$ cat src/rtl/floor_manager.sv
// Platform scroller for a vertical jumper game: four platform slots that scroll down
// while the slime is high, are respawned at the top with a pseudo-random x, and freeze on game over.
module floor_manager #(
    parameter logic [9:0]  SCROLL_LINE = 10'd200,
    parameter logic [9:0]  GROUND_Y    = 10'd479,
    parameter logic [15:0] LFSR_SEED   = 16'hACE1
) (
    input  logic        clk,
    input  logic        rst,
    input  logic        tick,
    input  logic [9:0]  slime_y,
    output logic [10:0] floor_pos_x0,
    output logic [10:0] floor_pos_x1,
    output logic [10:0] floor_pos_x2,
    output logic [10:0] floor_pos_x3,
    output logic [10:0] floor_pos_y0,
    output logic [10:0] floor_pos_y1,
    output logic [10:0] floor_pos_y2,
    output logic [10:0] floor_pos_y3,
    output logic [3:0]  enable,
    output logic [15:0] score,
    output logic        game_over
);

    localparam logic [1:0]  ST_RUN     = 2'd0;
    localparam logic [1:0]  ST_RESPAWN = 2'd1;
    localparam logic [1:0]  ST_OVER    = 2'd2;
    localparam logic [10:0] Y_LIMIT    = 11'd479;

    logic [1:0]  state_q, state_d;
    logic [15:0] lfsr_q, lfsr_d;
    logic [10:0] x_q [4];
    logic [10:0] x_d [4];
    logic [10:0] y_q [4];
    logic [10:0] y_d [4];
    logic [3:0]  en_q, en_d;
    logic [15:0] score_q, score_d;
    logic        go_q, go_d;

    logic [3:0]  pending;
    logic [3:0]  remaining;
    logic [9:0]  rand_r;
    logic [10:0] rand_x;
    logic        serviced;

    // Fold the 0..1023 LFSR slice into the 0..599 playfield without a divider.
    assign rand_r = lfsr_q[9:0];
    assign rand_x = (rand_r <= 10'd599) ? {1'b0, rand_r} : {1'b0, rand_r - 10'd424};

    always_comb begin
        for (int i = 0; i < 4; i++) begin
            pending[i] = (y_q[i] > Y_LIMIT);
        end
    end

    // Slots still waiting after the lowest-index one is serviced this cycle.
    assign remaining = pending & (pending - 4'd1);

    always_comb begin
        // NOTE: every next-state signal gets a hold default first so no path infers a latch.
        state_d  = state_q;
        x_d      = x_q;
        y_d      = y_q;
        en_d     = en_q;
        score_d  = score_q;
        go_d     = go_q;
        serviced = 1'b0;
        lfsr_d   = {lfsr_q[14:0], lfsr_q[15] ^ lfsr_q[13] ^ lfsr_q[12] ^ lfsr_q[10]};

        case (state_q)
            ST_RUN: begin
                if (slime_y == GROUND_Y) begin
                    state_d = ST_OVER;
                    go_d    = 1'b1;
                end else begin
                    for (int i = 0; i < 4; i++) begin
                        if (tick && (slime_y < SCROLL_LINE)) begin
                            y_d[i] = y_q[i] + 11'd1;
                        end
                        if (pending[i]) begin
                            en_d[i] = 1'b0;
                        end
                    end
                    if (|pending) begin
                        state_d = ST_RESPAWN;
                    end
                end
            end
            ST_RESPAWN: begin
                if (slime_y == GROUND_Y) begin
                    state_d = ST_OVER;
                    go_d    = 1'b1;
                end else begin
                    for (int i = 0; i < 4; i++) begin
                        if (pending[i] && !serviced) begin
                            serviced = 1'b1;
                            y_d[i]   = 11'd0;
                            x_d[i]   = rand_x;
                            en_d[i]  = 1'b1;
                            if (score_q != 16'hFFFF) begin
                                score_d = score_q + 16'd1;
                            end
                        end
                    end
                    if (remaining == 4'd0) begin
                        state_d = ST_RUN;
                    end
                end
            end
            ST_OVER: begin
            end
            default: begin
                state_d = ST_RUN;
            end
        endcase
    end

    always_ff @(posedge clk) begin
        if (rst) begin
            state_q <= ST_RUN;
            lfsr_q  <= LFSR_SEED;
            x_q[0]  <= 11'd300;
            x_q[1]  <= 11'd100;
            x_q[2]  <= 11'd420;
            x_q[3]  <= 11'd200;
            y_q[0]  <= 11'd120;
            y_q[1]  <= 11'd240;
            y_q[2]  <= 11'd360;
            y_q[3]  <= 11'd460;
            en_q    <= 4'b1111;
            score_q <= 16'd0;
            go_q    <= 1'b0;
        end else begin
            state_q <= state_d;
            lfsr_q  <= lfsr_d;
            x_q     <= x_d;
            y_q     <= y_d;
            en_q    <= en_d;
            score_q <= score_d;
            go_q    <= go_d;
        end
    end

    assign floor_pos_x0 = x_q[0];
    assign floor_pos_x1 = x_q[1];
    assign floor_pos_x2 = x_q[2];
    assign floor_pos_x3 = x_q[3];
    assign floor_pos_y0 = y_q[0];
    assign floor_pos_y1 = y_q[1];
    assign floor_pos_y2 = y_q[2];
    assign floor_pos_y3 = y_q[3];
    assign enable       = en_q;
    assign score        = score_q;
    assign game_over    = go_q;

endmodule

$ cat config.mk
export PLATFORM = sky130hd
export DESIGN_NAME = floor_manager
export DESIGN_NICKNAME = d
export VERILOG_FILES = /design/src/rtl/floor_manager.sv
export SDC_FILE = /design/constraint.sdc
export NUM_CORES = 1
export LEC_CHECK = 0
export BUFFER_PORTS_ARGS = -buffer_cell sky130_fd_sc_hd__buf_2
export CAP_MARGIN = 10
export CORE_MARGIN = 2
export CORE_UTILIZATION = 45
export CTS_CLUSTER_DIAMETER = 40
export DETAILED_ROUTE_END_ITERATION = 6
export GPL_TIMING_DRIVEN = 0
export MAX_ROUTING_LAYER = met4
export PLACE_DENSITY = 0.71
export SETUP_SLACK_MARGIN = 0.4
export SLEW_MARGIN = 20
export SYNTH_ARGS = -nofsm -noshare
export SYNTH_HDL_FRONTEND = slang
export SYNTH_SLANG_ARGS = --single-unit
$ cat constraint.sdc
create_clock -name clk -period 2.4 [get_ports clk]
set_clock_uncertainty 0.15 [all_clocks]
set_input_delay 0.24 -clock clk [delete_from_list [all_inputs] [get_ports clk]]
set_output_delay 0.24 -clock clk [all_outputs]
set_load 0.02 [all_outputs]
Word-level counts from Yosys, hierarchy flattened. Cells that the tools add are included.

Word-level logic and storage cells: 124. Flip-flop bits (word level): 127. Output and inout port bits: 109.

Bitwise gates (word level): 6. $add $sub $neg: 7. Magnitude comparators: 6. Reduce and logical (&&, ||, !) cells: 27. Mux-type cells: 45. Eq/ne operators: 17.

Operator list (count): $mux W16 (8); $mux W11 (8); $mux W44 (2); $pmux W44 S2 (1); $add A11 B1 Y11 const B (4); $gt A11 B9 Y1 const B (4); $reduce_and A5 Y1 (8); $ne A2 B2 Y1 const B (11); $mux W1 (17); $add A16 B1 Y16 const B (1); $ne A16 B16 Y1 const B (1); $reduce_and A3 Y1 (5); $eq A10 B9 Y1 const B (1); $le A10 B10 Y1 const B (1); $lt A10 B8 Y1 const B (1); $mux W10 (1); $sub A10 B9 Y10 const B (1); $mux W2 (4); $mux W4 (2); $pmux W4 S2 (1); $ne A3 B3 Y1 const B (2); $pmux W2 S3 (1); $and A4 B4 Y4 (1); $logic_and A1 B1 Y1 (4); 12 further kinds (18).

Logic depth before layout (Yosys ltp).
Word-level depth: 19. Depth in mapped cells: 10. Mapped depth without buffers: 9.

Least setup slack after synthesis. No wires, ideal clock.

Kind: reg2reg. From: register score_q[13], in the netlist score[13]. To: register score_q[7], in the netlist score[7]. Setup slack: -189 ps. Arrival time: 2312 ps. Required time: 2122 ps. Cell stages (with the launch flop): 9. Library setup time: 128 ps. Cell sequence: dfxtp_1 nand2_1 or3_4 or3_1 buf_6 a2111o_1 a32o_1 a222oi_1 nor2_1.

Longest elaborated chain between the ends: 9.

Ends and longest elaborated chain: start: declaration (line 37) `logic [15:0] score_q, score_d;`; start signal: assignment (line 139) `score_q <= score_d;`; $ne A16 B16 Y1 * (line 100) `if (score_q != 16'hFFFF) begin`; $mux W16 (line 100); $mux W16 (line 95) `if (pending[i] && !serviced) begin`; $mux W16 (line 100); $mux W16 (line 95); $mux W16 (line 100); $mux W16 (line 95); $mux W16 (line 100); $mux W16 * (line 95).

Every way passes the cells marked *; elsewhere a longest branch is shown, timed or not. A chain may end at the register's enable or synchronous reset.

Worst setup path in the final report. Same ends and word-level chain as after synthesis.

==> impl_metrics.toml <==
[floorplan]
die_area_um2 = 13100
row_count = 40
start_util_pct = 46.1
die_x_um = 115
die_h_um = 115
core_um2 = 12000
pin_count = 122

[logic_synthesis]
async_flop_share_pct = 0
yosysWarnings = 0
yosysUniqueCellTypes = 68
synth.cell_area_um2 = 5510
ys_seq_area_share_pct = 44.7
synth_flop_cell = "dfxtp_1"
synth_seq_cells = 123
synth_edf_count = 0
syn_avg_cell_area_um2 = 8.67
synth_cells = 636

[clock_network]
cts_sinks = 123
tritoncts = "done"
cts_buffer_depth = 2
cts_hold_buffers = 0
cts_htree_levels = 4
root_buffer = "clkbuf_16"
clk-insertion-delay-late_ps = 430
clk_pin_slew_worst_paths_ps = 60
cts_buffers = 17

[sta]
rsz0062_at_grt = "true"
finalSetupTns_ps = -602
hold_viol = 0
relSlewSlack_pct = 31.0
fin_ws_ps = -121
fin_crit_sh_pct = 105
tightestPinTransition_ps = 1040
final-max-slew-violation-count = 0
setup_violations = 17
fin_crit_ps = 2520
max_freq_mhz = 397

[worst_setup_path]
crit_arrival_ps = 2660
cp_max_fo = 2
worstSetupEndpointType = "register"
r2r_start = "score[13]$_SDFFE_PP0P_"
critical_path_class = "register to register"
crit_required_ps = 2540
setup.worst_path.start_class = "register"
cp-startpoint = "score[13]$_SDFFE_PP0P_"

[worst_hold_path]
hp-class = "input pin to register"
hold_start = "rst"

[layout]
final_common_cell = "buf_2"
drive_gt1_share_pct = 54.3
fillers = 709
area_growth_syn_to_layout_pct = 66.4
final_cell_mix = "117 x buf_2, 89 x dfxtp_1, 58 x nor2_1"
final_nets = 883
diodes = 0

[placed_design]
gp_congestion = 0.923
place_ws_ps = -268
io_buffers = 117
place_hpwl_mm = 11.4

[routing]
drcViolationCount = 0
drt_first_pass_iters = 6
via_count = 6226
viasPerCell = 6.08
antenna_left = 0
routed_wl_mm = 21.6
first_iter_violations = 459
wire_per_inst_um = 21.1

[pwr]
ir_drop_mv = 0.398
switching_share_pct = 26.1
p_comb_share_pct = 5.4
p_sw_mw = 1.25
clock_power_share_pct = 51.1
power.total_mw = 4.78
internal-power_mw = 3.53
p_per_area_nw_per_um2 = 521
power_frac_seq_pct = 43.6
power_leakage_nw = 3.63

[grt]
overflow = 0
first_global_vias = 5780
antenna_found_initial = 0
grt_pass1_wl_mm = 29.6
grt_max_degree = 17
grt.total_usage_pct = 30.2

[flow_run]
maxCapViolCount = 0

[outcome]
violations = "negative setup slack"
status = "complete, but fails checks"
## cell type report
cell class | count | area (um2) | area share, %
Tap cell | 147 | 184 | 2.01
Buffer | 34 | 315 | 3.44
Inverter | 9 | 33.8 | 0.368
Clock buffer | 18 | 450 | 4.91
Multi-Input combinational cell | 478 | 4050 | 44.2
Clock inverter | 14 | 113 | 1.23
Timing Repair Buffer | 201 | 1460 | 15.9
Sequential cell | 123 | 2560 | 27.9
## layer usage
metal | GRT usage (%) | wire length [um] | vias up
met4 | 15.6 | 1070 | 0
met3 | 5.88 | 1780 | 98
met1 | 35.7 | 8140 | 3025
met2 | 48.8 | 10600 | 365
li1 | - | - | 2738
met5 | - | 0 | -
## logic make-up after synthesis
| family | Yosys count | synth area share (%) |
|---|---|---|
| flip-flops | 123 | 44.7 |
| XOR/XNOR | 43 | 6.83 |
| buffers and inverters | 43 | 3.43 |
| AO/OA/AOI/OAI | 129 | 17.2 |
| other | 1 | 0.0680 |
| adder cells (fa/ha/maj) | 6 | 1.36 |
| multiplexers | 3 | 0.568 |
| AND/OR/NAND/NOR | 288 | 25.9 |
## critical path, stage by stage, from the launching register on
cell and delay [ps]:
dfxtp_4 350, nand2_2 60, or3_4 370, or3_4 330, buf_6 130, a2111o_1 380, a32o_1 230, a222oi_1 290
nor2_1 80
## sequential cells by signal, summed over array words and instances (netlist names), named ones only
register	flops
lfsr_q	16
score	15
floor_pos_y0	11
floor_pos_y1	11
floor_pos_y2	11
floor_pos_y3	11
floor_pos_x0	10
floor_pos_x1	10
floor_pos_x2	10
floor_pos_x3	10
enable	4
state_q	2
game_over	1
## power groups by stage
stage	Clock, mW	Sequential (mW)	Combinational, mW
final	2.44	2.08	0.256
after global routing	2.52	2.08	0.267
after CTS	2.43	2.08	0.216
after detailed placement	0	2.12	0.178
after global placement	0	2.12	0.174
after floorplan	0	2.12	0.114
## cells in the mapped netlist (2+ instances only)
library cell / count / area share [%]
a21oi_1: 32 / 2.9
or2_2: 7 / 0.79
o21ai_0: 11 / 1.0
nand3_1: 25 / 2.3
dfxtp_1: 123 / 45
inv_1: 9 / 0.61
buf_2: 4 / 0.36
nand3b_1: 3 / 0.41
and2_1: 3 / 0.34
nor3_1: 23 / 2.1
a211o_1: 19 / 3.0
nand4b_1: 2 / 0.32
nand4_1: 15 / 1.7
nor2_1: 89 / 6.1
buf_4: 4 / 0.54
clkbuf_1: 24 / 1.6
and3_1: 12 / 1.4
a211oi_1: 19 / 2.6
a21o_1: 14 / 1.9
a311oi_1: 3 / 0.48
and4_1: 3 / 0.48
nor2b_1: 9 / 1.0
o21a_1: 4 / 0.54
or3_1: 2 / 0.23
mux2i_1: 2 / 0.36
xnor2_1: 26 / 4.1
nor4b_1: 2 / 0.32
nor4_1: 6 / 0.68
o31ai_1: 3 / 0.41
nand2b_1: 8 / 0.91
nand2_1: 68 / 4.6
xor2_1: 17 / 2.7
ha_1: 6 / 1.4
o211ai_1: 5 / 0.68
## stage by stage
stage                     instances  instance area, um2  util (%)  hold slack [ps]
after floorplan                 639                5970         -              239
after global placement          903                6740      56.3              248
after detailed placement        903                6740      56.3              252
after CTS                       995                8520      71.2             99.8
after global routing           1024                9170      76.7              102
final                          1024                9170      76.7              102
## worst paths after layout
check,to,slack (ps),depth (start not counted)
worst min register to register,lfsr_q[15]$_SDFF_PP1_,290,1
worst min-delay path,floor_pos_y0[8]$_SDFFE_PP0P_,100,3
worst max-delay path,score[7]$_SDFFE_PP0P_,-120,8
worst max register to register,score[7]$_SDFFE_PP0P_,-120,8
## repair_timing
| action | CTS | global route |
|---|---|---|
| gates resized for setup | 158 | 102 |
| pin swaps | 87 | 71 |
| setup buffers | 51 | 26 |
| endpoints found under the setup margin | 105 | 105 |
| cloned | 9 | 3 |
Power figures use the tool's default switching activity.
